$ cat src/rtl/prio_intr_pkg.sv
// Shared types and helpers for the grouped priority interrupt controller.
// Optional round-robin channel priority is enabled with PRIO_INTR_RR_EN.
package prio_intr_pkg;

    typedef enum logic [1:0] {
        IDLE    = 2'd0,
        OFFER   = 2'd1,
        SERVICE = 2'd2
    } state_t;

    localparam int NUM_GRP_DEF = 3;
    localparam int NUM_CH_DEF  = 9;

    // Index width for n items, never narrower than one bit.
    function automatic int calc_w(input int n);
        return (n > 1) ? $clog2(n) : 1;
    endfunction

    function automatic int flat_idx(input int g, input int c, input int nch = NUM_CH_DEF);
        return g * nch + c;
    endfunction

endpackage

$ cat src/rtl/prio_intr_pick.sv
// First-set finder over one request bus; i_base is the highest-priority index
// and priority decreases upward from it, wrapping past N-1 to 0.
module prio_intr_pick #(
    parameter int N = 9,
    parameter int W = 4
) (
    input  logic [N-1:0] i_req,
    input  logic [W-1:0] i_base,
    output logic         o_found,
    output logic [W-1:0] o_idx
);

    logic [N-1:0] w_rot;
    logic [W:0]   w_sum;

    // Rotating the doubled vector puts i_base at bit 0.
    assign w_rot = N'({i_req, i_req} >> i_base);

    always_comb begin
        o_found = 1'b0;
        o_idx   = '0;
        w_sum   = '0;
        for (int k = N - 1; k >= 0; k--) begin
            if (w_rot[k]) begin
                o_found = 1'b1;
                w_sum   = {1'b0, i_base} + (W + 1)'(k);
                if (w_sum >= (W + 1)'(N))
                    w_sum = w_sum - (W + 1)'(N);
                o_idx = w_sum[W-1:0];
            end
        end
    end

endmodule

$ cat src/rtl/prio_intr_ctrl.sv
// Registered grouped priority interrupt controller with valid/ready offer and EOI.
// Define PRIO_INTR_RR_EN for rotating channel priority within each group.
module prio_intr_ctrl
    import prio_intr_pkg::*;
#(
    parameter  int NUM_GRP = 3,
    parameter  int NUM_CH  = 9,
    localparam int GW      = calc_w(NUM_GRP),
    localparam int CW      = calc_w(NUM_CH),
    localparam int NB      = NUM_GRP * NUM_CH
) (
    input  logic               clk,
    input  logic               rst_n,
    input  logic [NB-1:0]      i_irq_in,
    input  logic [NUM_GRP-1:0] i_grp_en,
    input  logic               i_mask_wr,
    input  logic [NB-1:0]      i_mask_data,
    output logic               o_irq_valid,
    input  logic               i_irq_ready,
    output logic [GW-1:0]      o_irq_grp,
    output logic [CW-1:0]      o_irq_ch,
    output logic [NUM_GRP-1:0] o_grp_active,
    input  logic               i_eoi,
    output logic               o_busy
);

    state_t               r_state;
    logic [NB-1:0]        r_irq_q;
    logic [NB-1:0]        r_pending;
    logic [NB-1:0]        r_mask;
    logic [NB-1:0]        w_rise;
    logic [NB-1:0]        w_clr;
    logic [NB-1:0]        w_elig;
    logic [NUM_GRP-1:0]   w_found;
    logic [NUM_GRP-1:0]   w_grp_any;
    logic [CW-1:0]        w_idx  [NUM_GRP];
    logic [CW-1:0]        w_base [NUM_GRP];
    logic                 w_any;
    logic                 w_accept;
    logic [GW-1:0]        w_win_grp;
    logic [CW-1:0]        w_win_ch;

    assign w_rise   = i_irq_in & ~r_irq_q;
    assign w_accept = (r_state == OFFER) && i_irq_ready;

    for (genvar g = 0; g < NUM_GRP; g++) begin : g_grp
        assign w_elig[g*NUM_CH +: NUM_CH] = r_pending[g*NUM_CH +: NUM_CH]
                                          & ~r_mask[g*NUM_CH +: NUM_CH]
                                          & {NUM_CH{i_grp_en[g]}};
        assign w_grp_any[g] = |w_elig[g*NUM_CH +: NUM_CH];

        for (genvar c = 0; c < NUM_CH; c++) begin : g_ch
            localparam int FI = flat_idx(g, c, NUM_CH);
            assign w_clr[FI] = w_accept && (o_irq_grp == GW'(g)) && (o_irq_ch == CW'(c));
        end

        prio_intr_pick #(.N(NUM_CH), .W(CW)) u_pick (
            .i_req   (w_elig[g*NUM_CH +: NUM_CH]),
            .i_base  (w_base[g]),
            .o_found (w_found[g]),
            .o_idx   (w_idx[g])
        );
    end

`ifdef PRIO_INTR_RR_EN
    logic [CW-1:0] r_ptr [NUM_GRP];

    always_ff @(posedge clk or negedge rst_n) begin
        if (!rst_n) begin
            for (int g = 0; g < NUM_GRP; g++) r_ptr[g] <= CW'(NUM_CH - 1);
        end else if (w_accept) begin
            for (int g = 0; g < NUM_GRP; g++)
                if (o_irq_grp == GW'(g)) r_ptr[g] <= o_irq_ch;
        end
    end

    always_comb begin
        for (int g = 0; g < NUM_GRP; g++)
            w_base[g] = (r_ptr[g] == CW'(NUM_CH - 1)) ? '0 : r_ptr[g] + 1'b1;
    end
`else
    always_comb begin
        for (int g = 0; g < NUM_GRP; g++) w_base[g] = '0;
    end
`endif

    // Fixed group priority: scanning downward leaves the lowest found group.
    always_comb begin
        w_any     = 1'b0;
        w_win_grp = '0;
        w_win_ch  = '0;
        for (int g = NUM_GRP - 1; g >= 0; g--) begin
            if (w_found[g]) begin
                w_any     = 1'b1;
                w_win_grp = GW'(g);
                w_win_ch  = w_idx[g];
            end
        end
    end

    // A new edge on an accepted bit overrides its clear.
    always_ff @(posedge clk or negedge rst_n) begin
        if (!rst_n) begin
            r_irq_q      <= '0;
            r_pending    <= '0;
            r_mask       <= '0;
            o_grp_active <= '0;
        end else begin
            r_irq_q      <= i_irq_in;
            r_pending    <= (r_pending & ~w_clr) | w_rise;
            o_grp_active <= w_grp_any;
            if (i_mask_wr) r_mask <= i_mask_data;
        end
    end

    always_ff @(posedge clk or negedge rst_n) begin
        if (!rst_n) begin
            r_state     <= IDLE;
            o_irq_valid <= 1'b0;
            o_irq_grp   <= '0;
            o_irq_ch    <= '0;
            o_busy      <= 1'b0;
        end else begin
            case (r_state)
                IDLE: begin
                    if (w_any) begin
                        o_irq_grp   <= w_win_grp;
                        o_irq_ch    <= w_win_ch;
                        o_irq_valid <= 1'b1;
                        r_state     <= OFFER;
                    end
                end
                OFFER: begin
                    if (i_irq_ready) begin
                        o_irq_valid <= 1'b0;
                        o_busy      <= 1'b1;
                        r_state     <= SERVICE;
                    end
                end
                SERVICE: begin
                    if (i_eoi) begin
                        o_busy  <= 1'b0;
                        r_state <= IDLE;
                    end
                end
                default: r_state <= IDLE;
            endcase
        end
    end

endmodule

$ cat config.mk
export PLATFORM = sky130hd
export DESIGN_NAME = prio_intr_ctrl
export DESIGN_NICKNAME = d
export VERILOG_FILES = /design/src/rtl/prio_intr_pkg.sv /design/src/rtl/prio_intr_pick.sv /design/src/rtl/prio_intr_ctrl.sv
export SDC_FILE = /design/constraint.sdc
export NUM_CORES = 1
export LEC_CHECK = 0
export BUFFER_PORTS_ARGS = -buffer_cell sky130_fd_sc_hd__clkbuf_2
export CORE_ASPECT_RATIO = 0.5
export CORE_MARGIN = 10
export CORE_UTILIZATION = 30
export DETAILED_ROUTE_END_ITERATION = 6
export GPL_ROUTABILITY_DRIVEN = 0
export MAX_ROUTING_LAYER = met4
export RECOVER_POWER = 25
export SYNTH_ARGS = -nofsm -noshare
export SYNTH_HDL_FRONTEND = slang
export SYNTH_SLANG_ARGS = --single-unit
$ cat constraint.sdc
create_clock -name clk -period 4.6 [get_ports clk]
set_input_delay 0.46 -clock clk [delete_from_list [all_inputs] [get_ports clk]]
set_output_delay 0.46 -clock clk [all_outputs]
set_load 0.05 [all_outputs]
==> flow_summary_export.csv <==
group,metric,value,unit
outcome,status,"finished with violations",
outcome,violations,"max-capacitance violations, max-slew violations",
timing,grt_setup_unrepaired,"no",
pwr,p_seq_share,44.5,%
global_route,grt.overflow.total,0,
setup_path,critPathRequiredTime,5.01,ns
synthesis,synth-seq-area-share,59.25,%
clocking,numClockSinks,94,
global_route,grt_util_all_layers,11.39,%
setup_path,cp_num_buf_inv,2,
clocking,cts_tree,"yes",
floorplan,dieArea,18510,sq um
synthesis,synth_flop_cell,"dfrtp_1",
routing,routedWlPerCell,16.51,um
run,drv_cap,1,
pwr,clkPwrFrac,30.2,%
setup_path,crit_fanout,53,
clocking,cts_resized,0,
global_route,grt_start_max_net_pins,54,
clocking,clk_pin_slew,0.06,ns
timing,finalSetupViolations,0,
routing,routed.top_layer,"met4",
global_route,grt_antenna_before_repair,0,
timing,holdWs,0.2377,ns
timing,slew_viol_final,43,
setup_path,crit_slowest_cell,"clkbuf_1",
timing,final.period_utilization,52.07,%
clocking,cts_root_buf,"clkbuf_16",
clocking,clk_latency,0.34,ns
timing,totalNegativeSetupSlack,0,ns
timing,hold_viol,0,
routing,firstDrtPassIters,4,
clocking,post_cts_buffers,0,
setup_path,critPathKind,"input pin to asynchronous set/reset pin",
pwr,total_leakage_power,2.066,nW
synthesis,syn-num-nets,400,
placed_design,port_buffers,72,
final_layout,post_route_cells_drive_above_1_share,25.83,%
synthesis,ys_ff_latch,94,
floorplan,die_y,101.3,um
routing,wl_met2,4349,um
global_route,grt_pass1_wl,15740,um
setup_path,slowest_delay,1.53,ns
routing,wirelength,9790,um
floorplan,coreArea,12810,sq um
synthesis,avgSynthCellArea,11.75,sq um
timing,finalCriticalPeriod,2.395,ns
floorplan,die_width,182.7,um
setup_path,worstPathArrival,2.80,ns
synthesis,synth-edff-count,0,
final_layout,syn_to_final_growth,20.42,%
setup_path,startpoint_type,"input pin",
final_layout,post-route-util,37.33,%
global_route,grt_pass1_vias,2880,
setup_path,path_delay_family,"buffers and inverters",
pwr,intPower,1.499,mW
routing,avgViaCountPerCell,4.492,
routing,final_antenna_net_count,0,
routing,wl_met1,4728,um
min_path,hold_class,"input pin to register",
clocking,numCtsBuffers,9,
floorplan,initial_core_util,31.00,%
clocking,cts.htree.levels,3,
clocking,cts_hold_buffers,0,
synthesis,netlist_instances,338,
setup_path,path_cells,"clkbuf_1, buf_4",
synthesis,synthDistinctLibCells,46,
floorplan,rows,29,
routing,drtIter0Drc,198,
final_layout,final_nets,479,
placed_design,hpwl,7456,um
pwr,p_comb_share,25.3,%
setup_path,reg2reg_slack,2.43,ns
synthesis,yosysWarnings,0,
setup_path,critPathCaptureType,"asynchronous set/reset pin",
pwr,sw_frac_of_total,34.11,%
synthesis,async_flop_share,100.0,%
pwr,p_per_area,475.9,nW/um^2
timing,relSlewSlack,-45.82,%
floorplan,io_pins,73,
timing,max_clock_freq,417.5,MHz
routing,drc,0,
pwr,max-vdd-ir-drop,197.6,uV
clocking,clk_path_buf_depth,2,
routing,num_vias,2664,
pwr,switchingPower,0.7759,mW
routing,met3_length,600,um
timing,tightest_slew,2.187,ns
synthesis,syn_area,3970,sq um
timing,skew,0.006241,ns
[worst paths after layout]
path                       cells past startpoint     startpoint           end
min                                            1   i_irq_in[16]   r_irq_q[16]
min reg2reg                                    1     r_irq_q[6]  r_pending[6]
min in group asynchronous                      1          rst_n   r_irq_q[16]
max reg2reg                                    6  r_pending[21]   o_irq_ch[0]
max                                            2          rst_n        o_busy
max in group clk                               6  r_pending[21]   o_irq_ch[0]
[worst register-to-register path, delay by kind of cell (launching register included)]
family	cells	cell delay, ns
AO/OA/AOI/OAI	4	1.19
AND/OR/NAND/NOR	2	0.49
flip-flops	1	0.39
[power groups by stage]
stage / clock network, mW / logic, mW / registers, mW
finish: 0.687 / 0.575 / 1.01
global route: 0.740 / 0.629 / 1.03
CTS: 0.707 / 0.581 / 1.01
detailed placement: 0 / 0.576 / 1.03
global placement: 0 / 0.571 / 1.02
floorplan: 0 / 0.294 / 1.11
[area by class of cell]
class	instances	area (sq um)
fillers	1288	8028
repair buffers	73	336.6
multi-input cells	207	1479
clock buffers	11	242.7
well taps	170	212.7
diodes	1	2.502
flip-flops and latches	94	2352
clock inverters	5	35.03
inverters	32	120.1
[per-layer routing]
metal | vias up | GRT usage (%)
met5 | - | -
met3 | 7 | 4.840
met2 | 45 | 16.62
met1 | 1288 | 14.02
met4 | 0 | 3.605
li1 | 1324 | -
[flip-flops by register name, summed over array words and instances, names as in the netlist]
signal / flops
r_irq_q: 27
r_mask: 27
r_pending: 27
o_irq_ch: 4
o_grp_active: 3
o_irq_grp: 2
r_state: 2
o_busy: 1
o_irq_valid: 1
[cell usage after synthesis, drive strengths merged, types with 2 or more instances]
library cell | count | area share (%)
or2 | 2 | 0.32
o41ai | 5 | 2.9
nand2 | 20 | 2.0
o31ai | 4 | 1.1
nand2b | 6 | 0.95
nand3 | 3 | 0.38
dfrtp | 94 | 59
o21ai | 65 | 8.2
mux2 | 27 | 7.7
inv | 32 | 3.0
nor2b | 27 | 5.4
a21oi | 6 | 0.76
and2b | 4 | 0.85
o21a | 2 | 0.38
clkbuf | 4 | 0.38
nand3b | 4 | 0.76
o31a | 2 | 0.44
nor2 | 11 | 1.2
a31oi | 2 | 0.32
[stage by stage]
stage               total power [mW]  area, sq um  cells  setup slack, ns
floorplan                      1.404         3970    338            2.732
global placement               1.596         4534    576            2.501
detailed placement             1.604         4534    576            2.458
CTS                            2.301         4812    592            2.448
global route                   2.396         4778    592            1.714
finish                         2.275         4781    593            2.205
[placed cells by master, fill, tap and decap left out, drive strengths merged, types with 2 or more instances in the layout]
cell type,netlist,final
a21oi,6,6
a31oi,2,2
and2b,4,4
clkbuf,4,83
clkinv,0,4
dfrtp,94,94
inv,32,32
mux2,27,27
nand2,20,20
nand2b,6,6
nand3,3,3
nand3b,4,4
nor2,11,11
nor2b,27,27
o21a,2,2
o21ai,65,65
o31a,2,2
o31ai,4,4
o41ai,5,5
or2,2,2
[kinds of logic (layout without fill, tap and decap cells)]
| logic type | Yosys count | in the layout | share of synthesized area [%] |
|---|---|---|---|
| buf+inv | 37 | 121 | 3.498 |
| mux | 27 | 27 | 7.658 |
| compound gates | 97 | 97 | 16.58 |
| simple gates | 83 | 83 | 13.02 |
| flops | 94 | 94 | 59.25 |
| other cells | 0 | 1 | 0 |
Note: power is estimated with default switching activity, not from simulation.
